$ cat src/rtl/mem_arb_pkg.sv
`default_nettype none
// ============================================================================
// Module      : mem_arb_pkg
// Description : Shared types and round-robin helper for mem_arbiter.
// Revision    : 1.0 - initial release
// ============================================================================
package mem_arb_pkg;

    localparam int ARB_MAX_N = 32;
    localparam int ID_W      = 5;

    typedef struct packed {
        logic            valid;
        logic [ID_W-1:0] id;
        logic            err;
    } rsp_t;

    // Returns the first set request at or after ptr (wrapping mod n), or -1.
    function automatic int rr_find(input logic [ARB_MAX_N-1:0] req,
                                   input int ptr, input int n);
        int idx;
        int win;
        win = -1;
        for (int k = ARB_MAX_N - 1; k >= 0; k--) begin
            if (k < n) begin
                idx = ptr + k;
                if (idx >= n) idx = idx - n;
                if (req[idx[ID_W-1:0]]) win = idx;
            end
        end
        return win;
    endfunction

endpackage
`default_nettype wire

$ cat src/rtl/rr_arbiter.sv
`default_nettype none
// ============================================================================
// Module      : rr_arbiter
// Description : Single-class round-robin arbiter with one-hot grant.
// Revision    : 1.0 - initial release
// ============================================================================
module rr_arbiter
    import mem_arb_pkg::*;
#(
    parameter int N_REQ = 4
) (
    input  logic                     clk,
    input  logic                     rst_n,
    input  logic [N_REQ-1:0]         req,
    output logic [N_REQ-1:0]         grant,
    output logic [$clog2(N_REQ)-1:0] grant_idx,
    output logic                     any
);

    localparam int IDX_W = $clog2(N_REQ);

    logic [IDX_W-1:0]     r_ptr;
    logic [ARB_MAX_N-1:0] w_req_ext;
    int                   w_win;

    always_comb begin
        w_req_ext             = '0;
        w_req_ext[N_REQ-1:0]  = req;
        w_win                 = rr_find(w_req_ext, int'(r_ptr), N_REQ);
        any                   = (w_win >= 0);
        grant_idx             = any ? IDX_W'(w_win) : '0;
        grant                 = any ? (N_REQ'(1) << grant_idx) : '0;
    end

    // Winner drops to lowest priority for the next cycle.
    always_ff @(posedge clk or negedge rst_n) begin
        if (!rst_n) begin
            r_ptr <= '0;
        end else if (any) begin
            r_ptr <= (grant_idx == IDX_W'(N_REQ - 1)) ? '0 : grant_idx + 1'b1;
        end
    end

endmodule
`default_nettype wire

$ cat src/rtl/mem_arbiter.sv
`default_nettype none
// ============================================================================
// Module      : mem_arbiter
// Description : Independent write/read round-robin arbitration in front of a
//               register memory with range filtering and a response stage.
// Revision    : 1.0 - initial release
// ============================================================================
module mem_arbiter
    import mem_arb_pkg::*;
#(
    parameter  int N_REQ    = 4,
    parameter  int MEM_SIZE = 6,
    parameter  int DATA_W   = 10,
    localparam int ADDR_W   = $clog2(MEM_SIZE)
) (
    input  logic                    clk,
    input  logic                    rst_n,
    input  logic [N_REQ-1:0]        req_valid,
    input  logic [N_REQ-1:0]        req_we,
    input  logic [N_REQ*ADDR_W-1:0] req_addr,
    input  logic [N_REQ*DATA_W-1:0] req_wdata,
    output logic [N_REQ-1:0]        req_ready,
    output logic [N_REQ-1:0]        rsp_valid,
    output logic [DATA_W-1:0]       rsp_data,
    output logic                    rsp_err,
    output logic                    wr_err,
    output logic                    mem_write,
    output logic [ADDR_W-1:0]       mem_addr_w,
    output logic [DATA_W-1:0]       mem_data_in,
    output logic                    mem_read,
    output logic [ADDR_W-1:0]       mem_addr_r,
    input  logic [DATA_W-1:0]       mem_data_out
);

    localparam int IDX_W = $clog2(N_REQ);

    logic [N_REQ-1:0]  w_wr_req, w_rd_req, w_wr_grant, w_rd_grant;
    logic [IDX_W-1:0]  w_wr_idx, w_rd_idx;
    logic              w_wr_any, w_rd_any;
    logic [ADDR_W-1:0] w_wr_addr, w_rd_addr;
    logic [DATA_W-1:0] w_wr_data;
    logic              w_wr_in, w_rd_in;
    rsp_t              r_rsp;
    logic              r_wr_err;

    assign w_wr_req = req_valid & req_we;
    assign w_rd_req = req_valid & ~req_we;

    rr_arbiter #(.N_REQ(N_REQ)) u_wr_arb (
        .clk       (clk),
        .rst_n     (rst_n),
        .req       (w_wr_req),
        .grant     (w_wr_grant),
        .grant_idx (w_wr_idx),
        .any       (w_wr_any)
    );

    rr_arbiter #(.N_REQ(N_REQ)) u_rd_arb (
        .clk       (clk),
        .rst_n     (rst_n),
        .req       (w_rd_req),
        .grant     (w_rd_grant),
        .grant_idx (w_rd_idx),
        .any       (w_rd_any)
    );

    assign w_wr_addr = req_addr[w_wr_idx*ADDR_W +: ADDR_W];
    assign w_rd_addr = req_addr[w_rd_idx*ADDR_W +: ADDR_W];
    assign w_wr_data = req_wdata[w_wr_idx*DATA_W +: DATA_W];
    assign w_wr_in   = ({1'b0, w_wr_addr} < (ADDR_W + 1)'(MEM_SIZE));
    assign w_rd_in   = ({1'b0, w_rd_addr} < (ADDR_W + 1)'(MEM_SIZE));

    // Gating with rst_n keeps the combinational outputs quiet while in reset.
    assign req_ready   = (w_wr_grant | w_rd_grant) & {N_REQ{rst_n}};
    assign mem_write   = rst_n & w_wr_any & w_wr_in;
    assign mem_addr_w  = mem_write ? w_wr_addr : '0;
    assign mem_data_in = mem_write ? w_wr_data : '0;
    assign mem_read    = rst_n & w_rd_any & w_rd_in;
    assign mem_addr_r  = mem_read ? w_rd_addr : '0;

    always_ff @(posedge clk or negedge rst_n) begin
        if (!rst_n) begin
            r_rsp    <= '0;
            r_wr_err <= 1'b0;
        end else begin
            r_rsp.valid <= w_rd_any;
            r_rsp.id    <= ID_W'(w_rd_idx);
            r_rsp.err   <= ~w_rd_in;
            r_wr_err    <= w_wr_any & ~w_wr_in;
        end
    end

    // Memory output is unreset, so data is only passed through for a valid hit.
    assign rsp_valid = r_rsp.valid ? (N_REQ'(1) << r_rsp.id) : '0;
    assign rsp_data  = (r_rsp.valid & ~r_rsp.err) ? mem_data_out : '0;
    assign rsp_err   = r_rsp.valid & r_rsp.err;
    assign wr_err    = r_wr_err;

endmodule
`default_nettype wire

$ cat config.mk
export PLATFORM = sky130hd
export DESIGN_NAME = mem_arbiter
export DESIGN_NICKNAME = d
export VERILOG_FILES = /design/src/rtl/mem_arb_pkg.sv /design/src/rtl/rr_arbiter.sv /design/src/rtl/mem_arbiter.sv
export SDC_FILE = /design/constraint.sdc
export NUM_CORES = 1
export LEC_CHECK = 0
export ABC_AREA = 0
export CAP_MARGIN = 0
export CELL_PAD_IN_SITES_DETAIL_PLACEMENT = 0
export CELL_PAD_IN_SITES_GLOBAL_PLACEMENT = 1
export CORE_UTILIZATION = 26
export DETAILED_ROUTE_END_ITERATION = 6
export MAX_ROUTING_LAYER = met4
export PLACE_DENSITY_LB_ADDON = 0.08
export SKIP_LAST_GASP = 1
export SYNTH_ARGS = -nofsm -noshare
export SYNTH_HDL_FRONTEND = slang
export SYNTH_SLANG_ARGS = --single-unit
export TNS_END_PERCENT = 50
$ cat constraint.sdc
create_clock -name clk -period 3.1 [get_ports clk]
set_input_delay 0.62 -clock clk [delete_from_list [all_inputs] [get_ports clk]]
set_output_delay 0.62 -clock clk [all_outputs]
set_load 0.005 [all_outputs]
==> results of run 1 <==
flip-flops by register name (all words and copies together) (netlist names):
| signal | count |
|---|---|
| r_rsp | 4 |
| wr_err | 1 |
| u_rd_arb.r_ptr | 2 |
| u_wr_arb.r_ptr | 2 |
per-stage QoR:
stage | TNS (ns) | total power [uW]
floorplan | -0.113 | 2770
global placement | -23.21 | 4430
detailed placement | -23.62 | 4460
CTS | -5.54 | 5600
global route | -7.02 | 6310
finish | -4.44 | 5830
tightest hold or removal path: cells and delay by family (launching register included):
family	cells	cell delay (ns)
AO/OA/AOI/OAI	1	0.07
flip-flops	1	0.40
buffers and inverters	1	0.13
AND/OR/NAND/NOR	1	0.08
layer usage:
metal,vias up,track usage,share of wire
li1,1344,-,-
met1,1267,0.246,0.46
met2,49,0.325,0.51
met3,0,0.0191,0.032
met4,0,0.0286,0
met5,-,-,0
logic make-up (layout without fill, tap and decap cells):
logic type,after synthesis,in the layout,synth area share
AO/OA/AOI/OAI,53,53,0.206
adder cells (fa/ha/maj),18,18,0.106
buffers and inverters,26,215,0.0620
flip-flops,9,9,0.106
multiplexers,49,50,0.253
AND/OR/NAND/NOR,101,102,0.267
cell type report:
| cell class | count | area (um2) |
|---|---|---|
| clock buffer | 3 | 41.3 |
| clock inverter | 1 | 5.00 |
| fill | 700 | 3340 |
| inverter | 14 | 62.6 |
| multi-input combinational | 223 | 2230 |
| sequential | 9 | 226 |
| tap | 102 | 128 |
| timing repair buffer | 197 | 1770 |
final timing paths:
check                                   from           endpoint  slack, ns  depth (start not counted)
max                             req_valid[2]           mem_read      -0.25                         12
min                        u_wr_arb.r_ptr[0]  u_wr_arb.r_ptr[0]       0.72                          3
max reg2reg                u_wr_arb.r_ptr[0]             wr_err       0.40                         13
min reg2reg                u_wr_arb.r_ptr[0]  u_wr_arb.r_ptr[0]       0.72                          3
max in group asynchronous              rst_n  u_rd_arb.r_ptr[1]       2.04                          3
min in group asynchronous              rst_n           r_rsp[6]       0.79                          2
cells in the final DEF (no fill, tap or decap), types with 4 or more instances in the layout:
master / synthesis / routed
buf_12: 0 / 5
ha_4: 0 / 8
o21ai_0: 10 / 6
nor3_2: 0 / 14
and2_1: 14 / 13
o211ai_1: 4 / 4
nor3_1: 18 / 4
mux2_4: 0 / 5
nor2b_4: 0 / 5
buf_6: 4 / 16
buf_4: 0 / 67
dfrtp_1: 9 / 8
nand3_1: 6 / 5
ha_1: 18 / 8
a211oi_2: 0 / 4
buf_2: 3 / 25
nor2b_1: 11 / 6
inv_1: 13 / 8
and3b_1: 5 / 5
mux2i_1: 31 / 28
nand2_1: 20 / 18
nor2_1: 8 / 6
clkdlybuf4s50_1: 0 / 79
mux2_2: 15 / 12
timing repair:
action | CTS | global route
pin swaps | 31 | 31
setup buffers | 24 | 3
gates cloned | 3 | 0
gates resized for setup | 196 | 37
setup endpoints to repair | 22 | 22
power breakdown:
part / total, uW / internal, uW / leakage, uW / switching (uW)
Clock: 133 / 87.6 / 0.0000255 / 45.8
Sequential: 227 / 184 / 0.000107 / 43.5
Combinational: 5470 / 3080 / 0.00191 / 2400
Total: 5830 / 3350 / 0.00204 / 2490
==> key figures, run 1 <==
Yosys
  – Async set-reset flop share out of synthesis: 1.00
  – FF+latch count, synth: 9
  – Synth top cells by count: mux2i_1, nand2_1, ha_1, nor3_1, mux2_2
  – Sequential area share after synthesis: 0.106
  – EDFF count, synth: 0
  – Synth Warn #: 0
  – Netlist Area Pre-Place: about 0.0021 mm2
  – Area leader, netlist: mux2i_1
  – Ys flop type: dfrtp_1
  – Synthesized Nets: between 300 and 400
  – Area contributors post-synth: mux2i_1, dfrtp_1, ha_1
  – Avg Inst Size Synth: 8.27 um2
  – Count leader, synth: mux2i_1
  – Synth cell types: 48
  – Share of the synthesized area in the top cell type: 0.146
  – Mapped Cells: between 200 and 300

Placed design
  – Final HPWL DP: ~6000 um
  – Placed cell area: a little under 0.004 mm2
  – PortBufs: roughly 110
  – Placed cell count: about 520
  – DP Worst Slack: -1.15 ns
  – Final GP Congestion: between 0.8 and 0.9

Detailed routing
  – Pre-Repair DR Iteration Count: 4
  – WL/cell: between 10 and 15 um
  – Via density: roughly 4.8
  – DRC viols: 0
  – DR iter-0 viols: 82
  – Post-route ant nets: 0
  – DR vias: between 2,000 and 3,000
  – WL final: slightly below 8000 um

Power
  – Cell Pwr Density: around 1300 mW/mm2
  – VDD IR max: slightly below 0.0005 V
  – Leakage: 0.00204 uW

Clock network
  – Clk pin slew, worst setup/hold paths: roughly 0.050 ns
  – Cts bufs inserted: 3
  – H-tree lvl count: 1
  – CTS Root Cell: clkbuf_8
  – Clock Path Buffers: 2
  – CTS Hold Buffers Added: 0
  – Clock Sinks: 9
  – CTS tree: done
  – Skew-Pair Late Insertion Delay: ~0.23 ns

GRT
  – Pin count of the biggest net entering global routing: 15
  – Tot GR Track Use: 0.190
  – Grt total ovfl: 0
  – Initial antenna violation count: 0
  – Vias in the first global route: between 2,000 and 3,000
  – First-pass GRT wire length: roughly 13,000 um

STA
  – Hold Slack: slightly above 0.7 ns
  – Final worst slack: -0.252 ns
  – Fin crit share: 1.08
  – Clock Skew: roughly 0.0086 ns
  – Worst Tran Pin Value: between 0.4 and 0.5 ns
  – Hold Violations, Final: 0
  – RSZ-0062 raised after global routing: yes
  – # setup viols final: 22
  – Slew Viols, Final: 0
  – Worst slew margin: 0.668
  – Period minus WS final: ~3.4 ns
  – FMAX: roughly 0.3 GHz

Floorplanning
  – Initial core utilization: 0.271
  – Die outline area: between 0.008 and 0.009 mm2
  – Core ar.: 0.00781 mm2
  – Die width: just over 90 um
  – Die height: between 90 and 100 um
  – # rows: 32
  – Io pins: 110

Worst setup path
  – Crit path DAT: between 2 and 3 ns
  – CP Max Fanout: 5
  – CP Buf/Inv Count: 5
  – Setup CP Type: in -> out
  – CP required: ~2.5 ns
  – Largest stage delay on the critical path: ~0.32 ns
  – Crit path cell chain: buf_6 > nor2b_4 > buf_4 > buf_4 > a22o_1 > o211ai_1 > o211ai_1 > a22o_1 > buf_6 > a311o_1 > a21oi_2 > buf_2
  – Worst path top cell family by delay: compound AO/OA/AOI/OAI gates
  – Startpoint Class: input pin
  – Slowest-stage cell, CP: a311o_1
  – Critical path capture point type: output port

Finish
  – Final #Nets: between 500 and 600
  – Non-filler instance count after layout: 549
  – Fraction of layout instances using a drive strength above 1: 0.483
  – Layout area overhead: 111%
  – Antenna Cells: 0
  – Fin area: approximately 0.0045 mm2
  – Final core utilization: 0.572

Hold path
  – Tightest Hold Check Type: reg -> reg

Outcome
  – Outcome: finished with violations
  – Failing checks: setup timing

Flow run
  – Max-cap violation count: 0
Note: power is estimated with default switching activity, not from simulation.
==> inputs of run 2 (changes only) <==
--- a/config.mk
+++ b/config.mk
@@ -14,6 +14,7 @@
 export MAX_ROUTING_LAYER = met4
 export PLACE_DENSITY_LB_ADDON = 0.08
 export SKIP_LAST_GASP = 1
+export SLEW_MARGIN = 10
 export SYNTH_ARGS = -nofsm -noshare
 export SYNTH_HDL_FRONTEND = slang
 export SYNTH_SLANG_ARGS = --single-unit
==> results of run 2 <==
Same layout as run 1: the final DEF is identical, and so are final timing and power.
